===== config.mk =====
export PLATFORM = sky130hd
export DESIGN_NAME = cska_pipe_flat
export DESIGN_NICKNAME = d
export VERILOG_FILES = /design/src/rtl/cska_pipe_if.sv /design/src/rtl/cska_pipe.sv /design/src/flat_wrapper.sv
export SDC_FILE = /design/constraint.sdc
export NUM_CORES = 1
export LEC_CHECK = 0
export CAP_MARGIN = 20
export CORE_MARGIN = 10
export CORE_UTILIZATION = 57
export DETAILED_ROUTE_END_ITERATION = 12
export PLACE_DENSITY = 0.91
export SYNTH_ARGS = -nofsm -noshare
export SYNTH_HDL_FRONTEND = slang
export SYNTH_SLANG_ARGS = --single-unit

===== constraint.sdc =====
create_clock -name clk_i -period 3.1 [get_ports clk_i]
set_clock_uncertainty 0.15 [all_clocks]
set_input_delay 0.62 -clock clk_i [delete_from_list [all_inputs] [get_ports clk_i]]
set_output_delay 0.62 -clock clk_i [all_outputs]
set_load 0.01 [all_outputs]

===== src/rtl/cska_pipe_if.sv =====
// Streaming bundle for the pipelined carry-skip adder: operand beats in, result beats out.
// Handshake: a beat moves on a rising edge where valid && ready; the producer holds its data until that edge.
interface cska_pipe_if #(
  parameter int WIDTH = 16,
  parameter int NBLK  = 4
);
  logic             in_valid;
  logic             in_ready;
  logic [WIDTH-1:0] a;
  logic [WIDTH-1:0] b;
  logic             cin;
  logic             out_valid;
  logic             out_ready;
  logic [WIDTH-1:0] s;
  logic             cout;
  logic             ovf;
  logic [NBLK-1:0]  skip;

  modport master (
    output in_valid, a, b, cin, out_ready,
    input  in_ready, out_valid, s, cout, ovf, skip
  );

  modport slave (
    input  in_valid, a, b, cin, out_ready,
    output in_ready, out_valid, s, cout, ovf, skip
  );
endinterface


===== src/rtl/cska_pipe.sv =====
// Pipelined carry-skip adder: register set 0 captures the operands, stage k adds block k
// and writes register set k+1, so a beat reaches the outputs NBLK edges after acceptance.
module cska_pipe #(
  parameter int WIDTH = 16,
  parameter int BLOCK = 4
) (
  input logic         clk_i,
  input logic         rst_ni,
  cska_pipe_if.slave  bus
);
  localparam int NBLK = WIDTH / BLOCK;

  if ((BLOCK < 1) || (WIDTH % BLOCK != 0)) begin : g_param_check
    $error("cska_pipe: WIDTH must be a positive multiple of BLOCK");
  end

  logic                en;
  logic [NBLK:0]       v_q;
  logic [NBLK:0]       c_q;
  logic [WIDTH-1:0]    a_q  [NBLK];
  logic [WIDTH-1:0]    b_q  [NBLK];
  logic [WIDTH-1:0]    s_q  [NBLK+1];
  logic [NBLK-1:0]     sk_q [NBLK+1];
  logic                ovf_q;

  // Stage k outputs, destined for register set k+1.
  logic [WIDTH-1:0]    s_d  [NBLK];
  logic [NBLK-1:0]     sk_d [NBLK];
  logic [NBLK-1:0]     c_d;
  logic                ovf_d;
  logic [BLOCK:0]      rc;
  logic [BLOCK-1:0]    p_bits;

  assign en = !v_q[NBLK] || bus.out_ready;

  always_comb begin
    c_d    = '0;
    ovf_d  = 1'b0;
    rc     = '0;
    p_bits = '0;
    for (int k = 0; k < NBLK; k++) begin
      s_d[k]  = s_q[k];
      sk_d[k] = sk_q[k];
      p_bits  = a_q[k][k*BLOCK +: BLOCK] ^ b_q[k][k*BLOCK +: BLOCK];
      rc[0]   = c_q[k];
      for (int i = 0; i < BLOCK; i++) begin
        s_d[k][k*BLOCK+i] = p_bits[i] ^ rc[i];
        rc[i+1] = (a_q[k][k*BLOCK+i] & b_q[k][k*BLOCK+i]) | (p_bits[i] & rc[i]);
      end
      // A fully propagating block forwards its incoming carry straight through.
      c_d[k]     = (&p_bits) ? c_q[k] : rc[BLOCK];
      sk_d[k][k] = &p_bits;
      if (k == NBLK - 1) begin
        ovf_d = rc[BLOCK-1] ^ c_d[k];
      end
    end
  end

  always_ff @(posedge clk_i or negedge rst_ni) begin
    if (!rst_ni) begin
      v_q   <= '0;
      c_q   <= '0;
      ovf_q <= 1'b0;
      for (int k = 0; k <= NBLK; k++) begin
        s_q[k]  <= '0;
        sk_q[k] <= '0;
      end
      for (int k = 0; k < NBLK; k++) begin
        a_q[k] <= '0;
        b_q[k] <= '0;
      end
    end else if (en) begin
      v_q     <= {v_q[NBLK-1:0], bus.in_valid};
      a_q[0]  <= bus.a;
      b_q[0]  <= bus.b;
      c_q[0]  <= bus.cin;
      s_q[0]  <= '0;
      sk_q[0] <= '0;
      for (int k = 0; k < NBLK; k++) begin
        s_q[k+1]  <= s_d[k];
        sk_q[k+1] <= sk_d[k];
        c_q[k+1]  <= c_d[k];
      end
      // Operands skew forward so each stage sees its own block one edge later.
      for (int k = 0; k < NBLK - 1; k++) begin
        a_q[k+1] <= a_q[k];
        b_q[k+1] <= b_q[k];
      end
      ovf_q <= ovf_d;
    end
  end

  assign bus.in_ready  = en;
  assign bus.out_valid = v_q[NBLK];
  assign bus.s         = s_q[NBLK];
  assign bus.cout      = c_q[NBLK];
  assign bus.ovf       = ovf_q;
  assign bus.skip      = sk_q[NBLK];
endmodule


===== src/flat_wrapper.sv =====
// flat-port wrapper written by rule: the top's interface ports become plain ports
module cska_pipe_flat 
#(
  parameter int WIDTH = 16,
  parameter int BLOCK = 4
)
  (clk_i, rst_ni, bus_in_valid, bus_a, bus_b, bus_cin, bus_out_ready, bus_in_ready, bus_out_valid, bus_s, bus_cout, bus_ovf, bus_skip);
  cska_pipe_if #(.WIDTH(WIDTH), .NBLK(((16) / (4)))) bus_i ();
  input logic clk_i;
  input logic rst_ni;
  input wire logic [$bits(bus_i.in_valid)-1:0] bus_in_valid;
  input wire logic [$bits(bus_i.a)-1:0] bus_a;
  input wire logic [$bits(bus_i.b)-1:0] bus_b;
  input wire logic [$bits(bus_i.cin)-1:0] bus_cin;
  input wire logic [$bits(bus_i.out_ready)-1:0] bus_out_ready;
  output wire logic [$bits(bus_i.in_ready)-1:0] bus_in_ready;
  output wire logic [$bits(bus_i.out_valid)-1:0] bus_out_valid;
  output wire logic [$bits(bus_i.s)-1:0] bus_s;
  output wire logic [$bits(bus_i.cout)-1:0] bus_cout;
  output wire logic [$bits(bus_i.ovf)-1:0] bus_ovf;
  output wire logic [$bits(bus_i.skip)-1:0] bus_skip;
  assign bus_i.in_valid = bus_in_valid;
  assign bus_i.a = bus_a;
  assign bus_i.b = bus_b;
  assign bus_i.cin = bus_cin;
  assign bus_i.out_ready = bus_out_ready;
  assign bus_in_ready = bus_i.in_ready;
  assign bus_out_valid = bus_i.out_valid;
  assign bus_s = bus_i.s;
  assign bus_cout = bus_i.cout;
  assign bus_ovf = bus_i.ovf;
  assign bus_skip = bus_i.skip;
  cska_pipe #(.WIDTH(WIDTH), .BLOCK(BLOCK)) u_core (.clk_i(clk_i), .rst_ni(rst_ni), .bus(bus_i));
endmodule

* Word level (Yosys, flattened, before mapping)
Cells that the tools add are included.
** Storage, ports and cells
- Bits in registers :: 189
- Input bits :: 37
- Output and inout bits :: 24
- Logic and storage cells :: 98
** Operators by class
- Bitwise operators :: 69
- Reduce and logical (&&, ||, !) cells :: 6
- Muxes and demuxes :: 4
** Operator list (count)
- $and 1x1->1 :: 32
- $xor 1x1->1 :: 17
- $or 1x1->1 :: 16
- $reduce_and 4->1 :: 4
- $xor 4x4->4 :: 4
- $mux 1 :: 4
- $logic_not 1->1 :: 1
- $logic_or 1x1->1 :: 1

* Logic depth before layout (Yosys ltp)
Gate-level depths: netlist (run 1).
- Word-level depth :: 11
- Mapped depth :: 10
- Depth with buffers taken out :: 10

* Least setup slack after synthesis (run 1)
No wires, ideal clock.
- Path kind :: reg-to-reg
- Start :: reg u_core.b_q[12] in the netlist's numbering
- End :: reg u_core.ovf_q (netlist: u_core.bus.ovf)
- Clock period less this slack :: 2.606 ns
- Arrival time :: 2.360 ns
- Stages on the path, launching flop included :: 11
- Library setup time :: 0.096 ns
- Path buffers :: 0
- Path slack :: 0.494 ns
- Data required time :: 2.854 ns
- Cells stage by stage :: dfrtp_1 > inv_1 > fa_1 > inv_1 > fa_1 > fa_1 > inv_1 > fa_1 > nor2b_1 > o211a_1 > nor4_2
** Between the ends
- Longest elaborated chain between the ends :: 11
- Elaborated cells on any way between the ends :: 13
- Those cells by class :: 1 x mux; 11 x bitwise; 1 x reduce/logical
** RTL lines
- start, declared :: RTL line cska_pipe.sv:21 : logic [WIDTH-1:0] b_q [NBLK];
- start signal, assigned by index :: RTL line cska_pipe.sv:87 : b_q[k+1] <= b_q[k];
- $xor 4x4->4 :: RTL line cska_pipe.sv:44 : p_bits = a_q[k][k*BLOCK +: BLOCK] ^ b_q[k][k*BLOCK +: BLOCK];
- $and 1x1->1 :: RTL line cska_pipe.sv:48 : rc[i+1] = (a_q[k][k*BLOCK+i] & b_q[k][k*BLOCK+i]) | (p_bits[i] & rc[i]);
- $or 1x1->1 :: RTL line cska_pipe.sv:48
- $and 1x1->1 :: RTL line cska_pipe.sv:48
- $or 1x1->1 :: RTL line cska_pipe.sv:48
- $and 1x1->1 :: RTL line cska_pipe.sv:48
- $or 1x1->1 :: RTL line cska_pipe.sv:48
- $and 1x1->1 :: RTL line cska_pipe.sv:48
- $or 1x1->1 :: RTL line cska_pipe.sv:48
- $mux 1 :: RTL line cska_pipe.sv:51 : c_d[k] = (&p_bits) ? c_q[k] : rc[BLOCK];
- $xor 1x1->1 * :: RTL line cska_pipe.sv:54 : ovf_d = rc[BLOCK-1] ^ c_d[k];
- end signal, assigned :: RTL line cska_pipe.sv:89 : ovf_q <= ovf_d;
- end, declared :: RTL line cska_pipe.sv:24 : logic ovf_q;
Mark *: on every way between the ends. The rest lies on a longest branch, timed or not.
A chain may end at the register's enable or synchronous reset.

* Final worst setup path (run 1)
Same ends and word-level chain as after synthesis.

==> results of run 1 <==
[cells in the final DEF (no fill, tap or decap), drive strengths merged, types with 2 or more instances in the layout]
cell and instances:
o21ai 21, ha 16, dfrtp 141, a21oi 10, nor2b 3, nand4 4, clkinv 4, mux2i 2
nand2 339, nor4 3, mux2 4, bufinv 3, clkbuf 22, buf 5, clkdlybuf4s50 59, inv 30
fa 16, nor2 11
[worst max path at each step]
stage / cells past startpoint / slack (ns) / start / endpoint
final: 10 / 0.08 / u_core.b_q[12] / u_core.bus.ovf
after floorplan: 10 / 0.49 / u_core.b_q[12] / u_core.bus.ovf
after global routing: 10 / 0.001 / u_core.b_q[12] / u_core.bus.ovf
after global placement: 10 / 0.43 / u_core.b_q[12] / u_core.bus.ovf
after CTS: 10 / 0.06 / u_core.b_q[12] / u_core.bus.ovf
after detailed placement: 10 / 0.13 / u_core.b_q[12] / u_core.bus.ovf
[critical path, cell delays in order, from the launching register on]
cell     delay (ns)
dfrtp_1        0.39
inv_1          0.10
fa_1           0.45
inv_1          0.12
fa_2           0.24
fa_2           0.25
inv_1          0.08
fa_1           0.47
nor2b_1        0.16
o211a_1        0.24
nor4_2         0.27
[cells by family after synthesis]
kind of cell	share of synthesized area (%)
simple gates	23.27
mux	1.209
compound gates	2.752
buf+inv	5.296
fa+ha+maj	8.674
flops	58.80
[repair_timing]
action / 4_1_cts / 5_1_grt
resized for setup: 0 / 2
hold endpoints to repair: 37 / 0
setup buffers: 0 / 0
endpoints found under the setup margin: 0 / 1
hold buffers: 1 / 0
[Yosys cell counts]
cell | n | area share [%]
a21oi_1 | 10 | 0.83
buf_2 | 12 | 1.0
buf_4 | 8 | 1.0
buf_6 | 6 | 1.1
clkbuf_1 | 5 | 0.31
dfrtp_1 | 141 | 59
fa_1 | 16 | 5.3
ha_1 | 16 | 3.3
inv_1 | 28 | 1.8
inv_4 | 1 | 0.10
mux2_2 | 2 | 0.38
mux2_4 | 2 | 0.50
mux2i_1 | 2 | 0.33
nand2_1 | 339 | 21
nand2b_1 | 1 | 0.10
nand4_1 | 4 | 0.42
nor2_1 | 11 | 0.69
nor2b_1 | 2 | 0.21
nor2b_4 | 1 | 0.23
nor4_1 | 2 | 0.21
nor4_2 | 1 | 0.21
o211a_1 | 1 | 0.17
o21ai_0 | 14 | 1.2
o21ai_1 | 7 | 0.58
[per-stage QoR]
| step | total power, mW | cells |
|---|---|---|
| 2_1_floorplan | 4.738 | 632 |
| 3_3_place_gp | 5.409 | 801 |
| 3_5_place_dp | 5.630 | 801 |
| 4_1_cts | 7.831 | 833 |
| 5_1_grt | 8.337 | 833 |
| 6_report | 7.802 | 833 |
[metal layers]
layer / part of all wire, % / GRT usage (%) / up-vias
met5: 0 / 0 / -
met4: 2.0 / 5.891 / 0
met3: 4.4 / 5.464 / 23
met2: 52 / 29.64 / 92
met1: 42 / 21.27 / 2078
li1: - / - / 2019
[flip-flops by register name (all words and copies together) (netlist names)]
signal           cells
u_core.bus.s        16
u_core.a_q          40
u_core.sk_d          6
u_core.bus.skip      4
u_core.c_q           5
u_core.b_q          40
u_core.v_q           5
u_core.s_d          24
u_core.bus.ovf       1
[cell type report]
cell class                 count  area [um2]
clock buffer                  22       473.0
clock inverter                 9       133.9
fill                         705        3022
inverter                      29       111.4
multi-input combinational    431        2160
sequential                   141        3528
tap                          136       170.2
timing repair buffer          65       679.4
[power by group through the flow]
stage	registers, mW	clock network [mW]	logic, mW
2_1_floorplan	3.10	0	1.64
3_3_place_gp	3.11	0	2.30
3_5_place_dp	3.17	0	2.46
4_1_cts	3.17	2.08	2.58
5_1_grt	3.27	2.17	2.90
6_report	3.18	2.08	2.55
==> impl_metrics.py, run 1 <==
metrics = {
    "layout": {
        "finalInstanceArea_um2": 7256,
        "nets": 754,
        "num_antenna_cells": 0,
        "area_delta_synth_final_pct": 20.91,
        "final_util_pct": 70.60,
        "drive_above_1_share_pct": 6.313,
    },
    "hold_path": {
        "hold_start": "u_core.bus.s[7]",
        "min_to": "u_core.bus.s[7]",
        "hold_class": "reg2reg",
        "whs_path_depth": 2,
    },
    "logic_synthesis": {
        "syn_inst": 632,
        "yosysWarnings": 0,
        "synth_area_um2": 6001,
        "synth_seq_area_share_pct": 58.80,
        "synth-seq-cells": 141,
        "syn_avg_cell_area_um2": 9.495,
        "yosysUniqueCellTypes": 24,
        "syn_nets": 701,
    },
    "power": {
        "power_density_nw_per_um2": 1075,
        "peakVddDrop_uv": 1053,
        "switching_share_pct": 35.26,
        "seq_power_share_pct": 40.8,
        "pwr-share-clk_pct": 26.6,
        "p_switching_mw": 2.751,
        "p_int_mw": 5.051,
        "combPwrFrac_pct": 32.6,
        "p_leak_nw": 3.762,
    },
    "sta": {
        "fin_crit_sh_pct": 97.44,
        "rsz0062_at_grt": "no",
        "finalMaxSlewViolations": 0,
        "setup_tns_ns": 0,
        "whs_ns": 0.3143,
        "setup_viol": 0,
        "min_period_ns": 3.021,
        "slew_headroom_pct": 56.98,
        "tightestPinTransition_ns": 0.6453,
        "hold_violations": 0,
        "finalWorstSetupSlack_ns": 0.07931,
        "max_freq_mhz": 331.1,
    },
    "drt": {
        "vias": 4212,
        "wl_per_cell_um": 14.95,
        "ant_nets": 0,
        "first_pass_iters": 5,
        "drtIter0Drc": 346,
        "via_per_inst": 5.056,
        "wl_um": 12460,
        "drc": 0,
    },
    "worst_setup_path": {
        "crit_required_ns": 3.39,
        "worstPathMaxFanout": 4,
        "rrSetupSlack_ns": 0.08,
        "reg2reg_to": "u_core.bus.ovf",
        "end_kind": "register",
        "r2r_start": "u_core.b_q[12]",
        "worstSetupStartpointType": "register",
        "cp_data_arrival_time_ns": 3.31,
        "r2r_cells": 10,
        "crit_type": "reg2reg",
    },
    "clocking": {
        "htreeDepth": 4,
        "clk_latency_ns": 0.53,
        "cts_tree": "done",
        "cts-root-buf": "clkbuf_8",
        "clock_sinks": 141,
        "cts_buffers": 17,
        "clockBufferDepth": 2,
        "clk_pin_slew_ns": 0.06,
    },
    "floorplanning": {
        "fp-row-count": 37,
        "die_area_um2": 15030,
        "io_pins": 61,
        "start_util_pct": 58.39,
        "die_y_um": 122.6,
        "core_area_um2": 10280,
        "fp.dieW_um": 122.6,
    },
    "global_route": {
        "grt_max_degree": 166,
        "overflow": 0,
        "antenna_found_initial": 0,
        "grtUsageTotal_pct": 17.65,
        "grt_pass1_vias": 4301,
        "grt_pass1_wl_um": 20930,
    },
    "flow_run": {
        "drv_cap": 0,
    },
    "placement": {
        "numPortBuffers": 60,
        "pre_cts_ws_ns": 0.1266,
        "dpl.hpwl_um": 7496,
        "gp_congestion": 0.8302,
        "placed_cell_area_um2": 6634,
    },
    "outcome": {
        "outcome": "complete, no violations",
    },
}
(Power assumes the default switching activity.)
==> run 2: changes to the inputs <==
--- a/config.mk
+++ b/config.mk
@@ -9,6 +9,7 @@
 export CORE_MARGIN = 10
 export CORE_UTILIZATION = 57
 export DETAILED_ROUTE_END_ITERATION = 12
+export GPL_ROUTABILITY_DRIVEN = 1
 export PLACE_DENSITY = 0.91
 export SYNTH_ARGS = -nofsm -noshare
 export SYNTH_HDL_FRONTEND = slang
==> results of run 2 <==
Same layout as run 1: the final DEF is identical, and so are final timing and power.
==> run 3: changes to the inputs <==
--- a/config.mk
+++ b/config.mk
@@ -7,10 +7,10 @@
 export LEC_CHECK = 0
 export CAP_MARGIN = 20
 export CORE_MARGIN = 10
-export CORE_UTILIZATION = 57
+export CORE_UTILIZATION = 52
 export DETAILED_ROUTE_END_ITERATION = 12
 export GPL_ROUTABILITY_DRIVEN = 1
-export PLACE_DENSITY = 0.91
+export PLACE_DENSITY = 0.85
 export SYNTH_ARGS = -nofsm -noshare
 export SYNTH_HDL_FRONTEND = slang
 export SYNTH_SLANG_ARGS = --single-unit
==> run 3 against run 2 <==
  * Critical path type unchanged
  * Setup slack better by 0.18 ns
  * Clock-buffer cell count fell by 2
  * First-iteration DRC count is 4.9% higher
  * Utilization down 7.1 points
  * Global-route usage decreased by 2.5 points
  * Sequential cell count stayed put
  * Via count decreased by 1.2%
  * Maximum frequency is 6.4% higher
==> impl_metrics.py, run 3 (same netlist as run 1, synthesis figures left out) <==
metrics = {
    "floorplanning": {
        "die_area_um2": 16240,
        "die_y_um": 127.4,
        "fp-row-count": 39,
        "start_util_pct": 52.78,
        "core_area_um2": 11370,
        "fp.dieW_um": 127.4,
        "io_pins": 61,
    },
    "worst_setup_path": {
        "r2r_start": "u_core.b_q[12]",
        "path_cells": "inv_1, fa_1, inv_1, fa_1, fa_1, inv_1, fa_1, nor2b_1, o211a_1, nor4_2",
        "cp_data_arrival_time_ns": 3.01,
        "crit_slowest_cell": "fa_1",
        "worstSetupStartpointType": "register",
        "cp_common_cell": "fa_1",
        "crit_type": "reg2reg",
        "rrSetupSlack_ns": 0.26,
        "worstPathMaxFanout": 4,
        "end_kind": "register",
        "slowest_delay_ns": 0.46,
        "reg2reg_to": "u_core.bus.ovf",
        "crit_required_ns": 3.27,
        "r2r_cells": 10,
    },
    "clocking": {
        "cts_resized": 0,
        "clk_latency_ns": 0.41,
        "clockBufferDepth": 2,
        "htreeDepth": 4,
        "post-cts-setup-buffers": 0,
        "cts-root-buf": "clkbuf_16",
        "clk_pin_slew_ns": 0.06,
        "clock_sinks": 141,
        "hold_buffers": 0,
        "cts_tree": "done",
        "cts_buffers": 17,
    },
    "global_route": {
        "grtUsageTotal_pct": 15.14,
        "top_usage_layer": "met2",
        "antenna_found_initial": 0,
        "overflow": 0,
        "met1_usage_pct": 18.74,
        "grt_max_degree": 164,
        "use_met3_pct": 4.715,
        "grt_pass1_vias": 4332,
        "grt_pass1_wl_um": 20330,
        "grtUsageMet2_pct": 24.51,
    },
    "sta": {
        "tightestPinTransition_ns": 0.7171,
        "setup_viol": 0,
        "rsz0062_at_grt": "no",
        "max_freq_mhz": 352.3,
        "fin_crit_sh_pct": 91.57,
        "finalMaxSlewViolations": 0,
        "hold_violations": 0,
        "slew_headroom_pct": 52.20,
        "setup_tns_ns": 0,
        "min_period_ns": 2.839,
        "whs_ns": 0.05897,
    },
    "drt": {
        "wl_um": 11600,
        "drc": 0,
        "vias": 4162,
        "ant_nets": 0,
        "first_pass_iters": 7,
        "via_per_inst": 4.943,
        "drtIter0Drc": 363,
        "wl_per_cell_um": 13.78,
    },
    "hold_path": {
        "hold_class": "in2async",
    },
    "outcome": {
        "outcome": "complete, no violations",
    },
    "layout": {
        "nets": 756,
        "fin_cells": 842,
        "drive_above_1_share_pct": 6.581,
        "most-common-layout-cells": "nand2_1 (339), dfrtp_1 (141), clkdlybuf4s50_1 (59), inv_1 (28), clkbuf_16 (17)",
        "layout_commonest_cell": "nand2_1",
        "num_antenna_cells": 0,
        "area_delta_synth_final_pct": 20.31,
    },
    "power": {
        "p_leak_nw": 3.754,
        "peakVddDrop_uv": 563.4,
        "combPwrFrac_pct": 32.9,
        "power_density_nw_per_um2": 1042,
        "seq_power_share_pct": 41.8,
        "p_switching_mw": 2.638,
        "pwr-share-clk_pct": 25.4,
        "switching_share_pct": 35.08,
        "p_int_mw": 4.883,
    },
    "flow_run": {
        "drv_cap": 0,
    },
    "placement": {
        "post-place-cells": 810,
        "numPortBuffers": 60,
        "dpl.hpwl_um": 7321,
        "gp_congestion": 0.8490,
    },
}
==> run 3: cell types whose count changed in the layout (fill, tap and decap cells not counted), sizes merged <==
cell,change
clkinvlp,+1
dlygate4sd3,-1
buf,+3
bufinv,-2
clkbuf,-2
clkinv,+3
==> run 3: final cells by class <==
| class | instances | area [um2] |
|---|---|---|
| clock inverters | 11 | 92.59 |
| repair buffers | 67 | 686.9 |
| well taps | 143 | 178.9 |
| fillers | 902 | 4150 |
| flip-flops and latches | 141 | 3528 |
| inverters | 29 | 111.4 |
| multi-input cells | 431 | 2155 |
| clock buffers | 20 | 466.7 |
==> run 3: through the flow <==
stage | utilization [%] | setup slack (ns) | total power [mW] | instance area [um2]
final | 63.50 | 0.2613 | 7.521 | 7219
after global routing | 63.50 | 0.1149 | 8.138 | 7219
after CTS | 63.26 | 0.2523 | 7.571 | 7192
after detailed placement | 58.34 | 0.2754 | 5.586 | 6633
after global placement | 58.34 | 0.4172 | 5.409 | 6633
after floorplan | - | 0.4939 | 4.738 | 6001
==> run 3: worst max-delay path by stage <==
stage,end,slack (ns),startpoint
after detailed placement,u_core.bus.ovf,0.28,u_core.b_q[12]
after floorplan,u_core.bus.ovf,0.49,u_core.b_q[12]
after CTS,u_core.bus.ovf,0.25,u_core.b_q[12]
after global placement,u_core.bus.ovf,0.42,bus_out_ready
after global routing,u_core.bus.ovf,0.11,u_core.b_q[12]
final,u_core.bus.ovf,0.26,u_core.b_q[12]
==> run 3: worst max-delay path: cells and delay by family (launching register included) <==
| kind | cells | cell delay [ns] |
|---|---|---|
| compound gates | 1 | 0.23 |
| fa+ha+maj | 4 | 1.36 |
| buf+inv | 3 | 0.27 |
| flops | 1 | 0.35 |
| simple gates | 2 | 0.39 |
==> run 3: power by group through the flow <==
stage	sequential, mW	clock [mW]	combinational [mW]
2_1_floorplan	3.10	0	1.64
3_3_place_gp	3.11	0	2.30
3_5_place_dp	3.15	0	2.43
4_1_cts	3.14	1.93	2.50
5_1_grt	3.25	2.01	2.88
6_report	3.14	1.91	2.47
==> run 3: routing by layer <==
layer	part of all wire [%]	wire length, um
met5	0	0
met4	1.7	202
met2	50	5811
met3	5.4	631
met1	43	4955
